## src/rtl/axi_frame_writer_if.sv

```systemverilog
// axi_frame_writer_if: AXI3 write-address, write-data and write-response signals between the frame writer and the PS HP port
interface axi_frame_writer_if;
  logic        awvalid;
  logic        awready;
  logic [31:0] awaddr;
  logic [3:0]  awlen;
  logic [2:0]  awsize;
  logic [1:0]  awburst;
  logic [1:0]  awlock;
  logic [2:0]  awprot;
  logic [3:0]  awcache;
  logic [3:0]  awqos;
  logic [5:0]  awid;
  logic        wvalid;
  logic        wready;
  logic [63:0] wdata;
  logic [7:0]  wstrb;
  logic        wlast;
  logic [5:0]  wid;
  logic        bvalid;
  logic        bready;
  logic [1:0]  bresp;
  logic [5:0]  bid;
  modport master (
    output awvalid, awaddr, awlen, awsize, awburst, awlock, awprot, awcache, awqos, awid,
    output wvalid, wdata, wstrb, wlast, wid, bready,
    input  awready, wready, bvalid, bresp, bid
  );
  modport slave (
    input  awvalid, awaddr, awlen, awsize, awburst, awlock, awprot, awcache, awqos, awid,
    input  wvalid, wdata, wstrb, wlast, wid, bready,
    output awready, wready, bvalid, bresp, bid
  );
endinterface

```

## src/rtl/axi_frame_writer.sv

```systemverilog
// axi_frame_writer: buffers a 64-bit pixel stream and writes it as 16-beat AXI3 INCR bursts into a circular frame region
module axi_frame_writer #(
  parameter logic [31:0] BASE        = 32'h2000_0000,
  parameter int          FRAME_WORDS = 1036800,
  parameter int          FIFO_DEPTH  = 64,
  parameter int          MAX_OUT     = 4
) (
  input  logic                clk_i,
  input  logic                rst_i,
  input  logic                en_i,
  input  logic                sof_i,
  input  logic [63:0]         data_i,
  input  logic                valid_i,
  output logic                overflow_o,
  output logic                err_o,
  output logic                frame_done_o,
  axi_frame_writer_if.master  m_axi
);
  localparam int NB = FRAME_WORDS / 16;
  localparam int BW = NB > 1 ? $clog2(NB) : 1;
  localparam int PW = $clog2(FIFO_DEPTH);
  localparam int CW = PW + 1;
  localparam int OW = $clog2(MAX_OUT + 1);

  typedef enum logic [1:0] {IDLE, AW, W} state_t;
  state_t state, state_n;

  logic [63:0]   mem [FIFO_DEPTH];
  logic [PW-1:0] wptr, rptr;
  logic [CW-1:0] count;
  logic [BW-1:0] burst_idx;
  logic [OW-1:0] outstanding;
  logic [3:0]    beat;
  logic          sof_pending;
  logic          accept, full, push, pop, flush, aw_hs, last_burst;

  assign accept     = valid_i && en_i && !sof_pending;
  assign full       = count == CW'(FIFO_DEPTH);
  assign push       = accept && !full;
  assign pop        = state == W && m_axi.wready;
  assign flush      = state == IDLE && sof_pending;
  assign aw_hs      = state == AW && m_axi.awready;
  assign last_burst = burst_idx == BW'(NB - 1);

  // A pending frame restart blocks new bursts so the flush wins in IDLE
  always_comb begin
    state_n = state;
    if (state == IDLE && !sof_pending && count >= CW'(16) && outstanding < OW'(MAX_OUT))
      state_n = AW;
    else if (aw_hs)
      state_n = W;
    else if (pop && beat == 4'd15)
      state_n = IDLE;
  end

  always_ff @(posedge clk_i) begin
    if (rst_i) begin
      state       <= IDLE;
      wptr        <= '0;
      rptr        <= '0;
      count       <= '0;
      burst_idx   <= '0;
      outstanding <= '0;
      beat        <= '0;
      sof_pending <= 1'b0;
      overflow_o  <= 1'b0;
      err_o       <= 1'b0;
    end else begin
      state       <= state_n;
      sof_pending <= sof_i || (sof_pending && !flush);
      outstanding <= outstanding + OW'(aw_hs) - OW'(m_axi.bvalid);
      if (pop) beat <= beat + 4'd1;
      if (m_axi.bvalid && m_axi.bresp != 2'b00) err_o <= 1'b1;
      if (flush) begin
        wptr       <= '0;
        rptr       <= '0;
        count      <= '0;
        burst_idx  <= '0;
        overflow_o <= 1'b0;
      end else begin
        if (push) wptr <= wptr + PW'(1);
        if (pop) rptr <= rptr + PW'(1);
        count <= count + CW'(push) - CW'(pop);
        if (accept && full) overflow_o <= 1'b1;
        if (aw_hs) burst_idx <= last_burst ? '0 : burst_idx + BW'(1);
      end
    end
  end

  always_ff @(posedge clk_i) begin
    if (push) mem[wptr] <= data_i;
  end

  assign frame_done_o  = aw_hs && last_burst;
  assign m_axi.awvalid = state == AW;
  assign m_axi.awaddr  = BASE + (32'(burst_idx) << 7);
  assign m_axi.awlen   = 4'd15;
  assign m_axi.awsize  = 3'd3;
  assign m_axi.awburst = 2'b01;
  assign m_axi.awlock  = 2'b00;
  assign m_axi.awprot  = 3'b000;
  assign m_axi.awcache = 4'b0011;
  assign m_axi.awqos   = 4'd0;
  assign m_axi.awid    = 6'd0;
  assign m_axi.wvalid  = state == W;
  assign m_axi.wdata   = mem[rptr];
  assign m_axi.wstrb   = 8'hFF;
  assign m_axi.wlast   = state == W && beat == 4'd15;
  assign m_axi.wid     = 6'd0;
  assign m_axi.bready  = 1'b1;
endmodule

```

## src/flat_wrapper.sv

```systemverilog
// flat-port wrapper written by rule: the top's interface ports become plain ports
module axi_frame_writer_flat 
#(
  parameter logic [31:0] BASE        = 32'h2000_0000,
  parameter int          FRAME_WORDS = 1036800,
  parameter int          FIFO_DEPTH  = 64,
  parameter int          MAX_OUT     = 4
)
  (clk_i, rst_i, en_i, sof_i, data_i, valid_i, overflow_o, err_o, frame_done_o, m_axi_awvalid, m_axi_awaddr, m_axi_awlen, m_axi_awsize, m_axi_awburst, m_axi_awlock, m_axi_awprot, m_axi_awcache, m_axi_awqos, m_axi_awid, m_axi_wvalid, m_axi_wdata, m_axi_wstrb, m_axi_wlast, m_axi_wid, m_axi_bready, m_axi_awready, m_axi_wready, m_axi_bvalid, m_axi_bresp, m_axi_bid);
  axi_frame_writer_if m_axi_i ();
  input  logic clk_i;
  input  logic rst_i;
  input  logic en_i;
  input  logic sof_i;
  input  logic [63:0] data_i;
  input  logic valid_i;
  output logic overflow_o;
  output logic err_o;
  output logic frame_done_o;
  output wire logic [$bits(m_axi_i.awvalid)-1:0] m_axi_awvalid;
  output wire logic [$bits(m_axi_i.awaddr)-1:0] m_axi_awaddr;
  output wire logic [$bits(m_axi_i.awlen)-1:0] m_axi_awlen;
  output wire logic [$bits(m_axi_i.awsize)-1:0] m_axi_awsize;
  output wire logic [$bits(m_axi_i.awburst)-1:0] m_axi_awburst;
  output wire logic [$bits(m_axi_i.awlock)-1:0] m_axi_awlock;
  output wire logic [$bits(m_axi_i.awprot)-1:0] m_axi_awprot;
  output wire logic [$bits(m_axi_i.awcache)-1:0] m_axi_awcache;
  output wire logic [$bits(m_axi_i.awqos)-1:0] m_axi_awqos;
  output wire logic [$bits(m_axi_i.awid)-1:0] m_axi_awid;
  output wire logic [$bits(m_axi_i.wvalid)-1:0] m_axi_wvalid;
  output wire logic [$bits(m_axi_i.wdata)-1:0] m_axi_wdata;
  output wire logic [$bits(m_axi_i.wstrb)-1:0] m_axi_wstrb;
  output wire logic [$bits(m_axi_i.wlast)-1:0] m_axi_wlast;
  output wire logic [$bits(m_axi_i.wid)-1:0] m_axi_wid;
  output wire logic [$bits(m_axi_i.bready)-1:0] m_axi_bready;
  input wire logic [$bits(m_axi_i.awready)-1:0] m_axi_awready;
  input wire logic [$bits(m_axi_i.wready)-1:0] m_axi_wready;
  input wire logic [$bits(m_axi_i.bvalid)-1:0] m_axi_bvalid;
  input wire logic [$bits(m_axi_i.bresp)-1:0] m_axi_bresp;
  input wire logic [$bits(m_axi_i.bid)-1:0] m_axi_bid;
  assign m_axi_awvalid = m_axi_i.awvalid;
  assign m_axi_awaddr = m_axi_i.awaddr;
  assign m_axi_awlen = m_axi_i.awlen;
  assign m_axi_awsize = m_axi_i.awsize;
  assign m_axi_awburst = m_axi_i.awburst;
  assign m_axi_awlock = m_axi_i.awlock;
  assign m_axi_awprot = m_axi_i.awprot;
  assign m_axi_awcache = m_axi_i.awcache;
  assign m_axi_awqos = m_axi_i.awqos;
  assign m_axi_awid = m_axi_i.awid;
  assign m_axi_wvalid = m_axi_i.wvalid;
  assign m_axi_wdata = m_axi_i.wdata;
  assign m_axi_wstrb = m_axi_i.wstrb;
  assign m_axi_wlast = m_axi_i.wlast;
  assign m_axi_wid = m_axi_i.wid;
  assign m_axi_bready = m_axi_i.bready;
  assign m_axi_i.awready = m_axi_awready;
  assign m_axi_i.wready = m_axi_wready;
  assign m_axi_i.bvalid = m_axi_bvalid;
  assign m_axi_i.bresp = m_axi_bresp;
  assign m_axi_i.bid = m_axi_bid;
  axi_frame_writer #(.BASE(BASE), .FRAME_WORDS(FRAME_WORDS), .FIFO_DEPTH(FIFO_DEPTH), .MAX_OUT(MAX_OUT)) u_core (.clk_i(clk_i), .rst_i(rst_i), .en_i(en_i), .sof_i(sof_i), .data_i(data_i), .valid_i(valid_i), .overflow_o(overflow_o), .err_o(err_o), .frame_done_o(frame_done_o), .m_axi(m_axi_i));
endmodule
```

## config.mk

```make
export PLATFORM = sky130hd
export DESIGN_NAME = axi_frame_writer_flat
export DESIGN_NICKNAME = d
export VERILOG_FILES = /design/src/rtl/axi_frame_writer_if.sv /design/src/rtl/axi_frame_writer.sv /design/src/flat_wrapper.sv
export SDC_FILE = /design/constraint.sdc
export NUM_CORES = 2
export LEC_CHECK = 0
export BUFFER_PORTS_ARGS = -buffer_cell sky130_fd_sc_hd__buf_2
export CORE_ASPECT_RATIO = 1.25
export CORE_MARGIN = 2
export CORE_UTILIZATION = 62
export DETAILED_ROUTE_END_ITERATION = 8
export MAX_ROUTING_LAYER = met4
export PLACE_DENSITY_LB_ADDON = 0.2
export SLEW_MARGIN = 20
export SYNTH_ARGS = -nofsm -noshare
export SYNTH_HDL_FRONTEND = slang
export SYNTH_SLANG_ARGS = --single-unit
```

## constraint.sdc

```tcl
create_clock -name clk_i -period 5.9 [get_ports clk_i]
set_input_delay 0.295 -clock clk_i [delete_from_list [all_inputs] [get_ports clk_i]]
set_output_delay 0.295 -clock clk_i [all_outputs]
set_load 0.02 [all_outputs]
```

==> impl_metrics.json <==
{
  "syn_area_sq_um": 158000,
  "start_util_pct": 62.2,
  "hpwl_mm": 212,
  "route.vias.total": 78000,
  "worstSetupPathType": "reg2out",
  "path_max_fanout": 34,
  "placementRows": 207,
  "syn_avg_cell_area_sq_um": 23.0,
  "drt_wl_total_mm": 410,
  "hold_ws_ps": 81.7,
  "antenna_found_initial": 26,
  "drc": 0,
  "clk_path_buf_depth": 4,
  "r2r_slack_ps": 1920,
  "crit_top_cell": "nor2_1",
  "fmax_mhz": 190,
  "firstDrtPassIters": 7,
  "cts.clk_slew.worst_paths_ps": 60,
  "die_h_um": 568,
  "fin_crit_sh_pct": 89.0,
  "ys_types": 46,
  "critPathArrivalTime_ps": 4960,
  "wl_per_cell_um": 37.2,
  "synth_ff_type": "edfxtp_1",
  "cts-root-buf": "clkbuf_16",
  "combPwrFrac_pct": 4.0,
  "crit_path_top_delay_cell": "dfxtp_4",
  "drt_iter0_markers": 11600,
  "fin_nets": 7430,
  "maxCapViolations": 0,
  "ys_async_sr_fraction_pct": 0,
  "dp.cells": 10300,
  "swShare_pct": 20.3,
  "yosys.area.top_type_share_pct": 77.9,
  "ys_warn_count": 0,
  "end_kind": "output port",
  "synth_common_cells": "edfxtp_1, mux4_2, o22ai_1",
  "path_cells": "nor2b_1, nand2_4, buf_12, o22ai_1, nor4_1, nor2_1, nor2_1, buf_2",
  "tightest_slew_ps": 1220,
  "synth_edf_count": 4096,
  "first_global_vias": 77100,
  "io_pins": 225,
  "cp.required_ps": 5610,
  "p_sw_uw": 12100,
  "stdcell_count": 11000,
  "p_leak_uw": 0.0535,
  "r2r_cells": 9,
  "status": "complete, no violations",
  "seqPwrFrac_pct": 54.5,
  "avgViaCountPerCell": 7.06,
  "grt-ovfl-total": 0,
  "synth-seq-area-share_pct": 78.6,
  "fin_crit_ps": 5250,
  "post_cts_resize_count": 0,
  "cts_hold_buf": 11,
  "synth_seq_cells": 4149,
  "cts_tree": "done",
  "setup_viol": 0,
  "synth_most_common_cell": "edfxtp_1",
  "hold_viol": 0,
  "ys_top_cells_by_area": "edfxtp_1, mux4_2, mux2i_1",
  "max_stage_delay_ps": 930,
  "start_kind": "flop",
  "holdCritPathClass": "in2reg",
  "clock_sinks": 4149,
  "power_density_nw_per_um2": 337,
  "grt_max_degree": 121,
  "gp_congestion": 0.809,
  "rsz0062_at_grt": "false",
  "htree_levels": 5,
  "syn_inst": 6875,
  "drive_above_1_share_pct": 27.2,
  "core_area_sq_um": 254000,
  "drt.antenna.violating_nets": 0,
  "dieWidth_um": 455,
  "cts_buffers": 386,
  "clkPwrFrac_pct": 41.5,
  "cts_setup_buffers": 0,
  "intPower_uw": 47500,
  "worst_clock_skew_ps": 37.6,
  "die_area_sq_um": 259000,
  "grt_pass1_wl_mm": 573,
  "port_buffers": 159,
  "nFillCells": 14700,
  "whs_path_depth": 1,
  "tns_ps": 0,
  "maxSlewHeadroom_pct": 18.7,
  "synth_top_area_cell": "edfxtp_1",
  "ir_drop_uv": 339,
  "track_usage_pct": 32.8,
  "clk_latency_ps": 910,
  "syn2layout_area_growth_pct": 12.3,
  "slew_violations": 0
}
==> sequential cells by signal, indices dropped and copies added (netlist names), named ones only <==
| name | count |
|---|---|
| u_core.wptr | 6 |
| u_core.mem | 4096 |
| u_core.state | 2 |
| u_core.sof_pending | 1 |
| u_core.burst_idx | 16 |
| u_core.count | 7 |
| u_core.outstanding | 3 |
| u_core.rptr | 6 |
| u_core.err_o | 1 |
| u_core.overflow_o | 1 |
| u_core.beat | 4 |
==> kinds of logic (layout without fill, tap and decap cells) <==
family,after synthesis,in the layout,share of synthesized area [%]
AO/OA/AOI/OAI,533,533,2.19
XOR/XNOR,32,32,0.178
adder cells (fa/ha/maj),18,18,0.152
other,2,114,0.00476
buffers and inverters,460,1166,1.52
flip-flops,4149,4149,78.6
AND/OR/NAND/NOR,450,450,1.37
multiplexers,1231,1231,16.0
==> per-stage QoR <==
stage / setup slack (ps) / area (sq um) / total power (uW) / utilization, %
after floorplan: 1070 / 158000 / 34600 / -
after global placement: 1680 / 164000 / 35400 / 64.7
after detailed placement: 1680 / 164000 / 35500 / 64.7
after CTS: 714 / 177000 / 59800 / 69.6
after global routing: 618 / 177000 / 61100 / 69.8
final: 648 / 177000 / 59600 / 69.8
==> power groups by stage <==
stage | Sequential [uW] | Clock [uW] | Combinational [uW]
final | 32500 | 24700 | 2380
after floorplan | 33100 | 0 | 1510
after detailed placement | 33100 | 0 | 2350
after global placement | 33100 | 0 | 2280
after global routing | 32500 | 26000 | 2570
after CTS | 32500 | 24900 | 2370
==> cell usage in the layout (no fill, tap or decap), types with 6 or more instances in the layout <==
cell	count
dfxtp_4	6
buf_12	79
conb_1	59
clkinv_8	7
a211oi_1	65
nand2_1	26
nor4_1	59
bufinv_16	43
nor2_1	167
diode_2	55
buf_4	197
dlygate4sd3_1	33
nor2_4	64
xor2_1	17
nand3_1	16
ha_1	16
o21ai_0	6
inv_1	18
buf_2	141
nor2b_1	73
nand4_1	6
clkbuf_1	63
clkinv_2	69
xnor2_1	15
clkinv_1	89
edfxtp_1	4096
mux4_2	1030
dfxtp_1	47
mux2i_1	200
clkinvlp_4	16
o22ai_1	249
clkbuf_16	391
a22oi_1	113
a21oi_1	90
==> final timing paths <==
check | start | end
setup / recovery | flop | m_axi_wdata[15]
hold reg to reg | u_core.beat[1]$_SDFFE_PP0P_ | u_core.beat[1]$_SDFFE_PP0P_
setup reg to reg | u_core.count[2]$_SDFF_PP0_ | u_core.mem[51][30]$_DFFE_PP_
hold / removal | data_i[56] | u_core.mem[48][56]$_DFFE_PP_
==> layer usage <==
layer | vias to the layer above | track usage (%) | wire length (um) | part of all wire (%)
met4 | 0 | 13.4 | 18600 | 4.5
met5 | - | - | 0 | 0
met3 | 923 | 6.01 | 42800 | 10
li1 | 30100 | - | - | -
met2 | 5389 | 51.3 | 205000 | 50
met1 | 41500 | 43.3 | 144000 | 35
==> final cells by class <==
| cell class | instances | area, sq um | area share (%) |
|---|---|---|---|
| Antenna cell | 55 | 138 | 0.0777 |
| Sequential cell | 4149 | 124000 | 70.0 |
| Clock buffer | 458 | 10100 | 5.69 |
| Multi-Input combinational cell | 2323 | 32100 | 18.1 |
| Tap cell | 3344 | 4180 | 2.36 |
| Inverter | 19 | 71.3 | 0.0403 |
| Clock inverter | 236 | 2360 | 1.33 |
| Timing Repair Buffer | 453 | 4140 | 2.34 |
==> critical path, delay by kind of cell, from the launching register on <==
family                 cells  cell delay [ps]
AOI/OAI and AO/OA          1              180
buffers and inverters      2              670
DFF                        1              930
and+or+nand+nor            5             2230
Power figures use the tool's default switching activity.
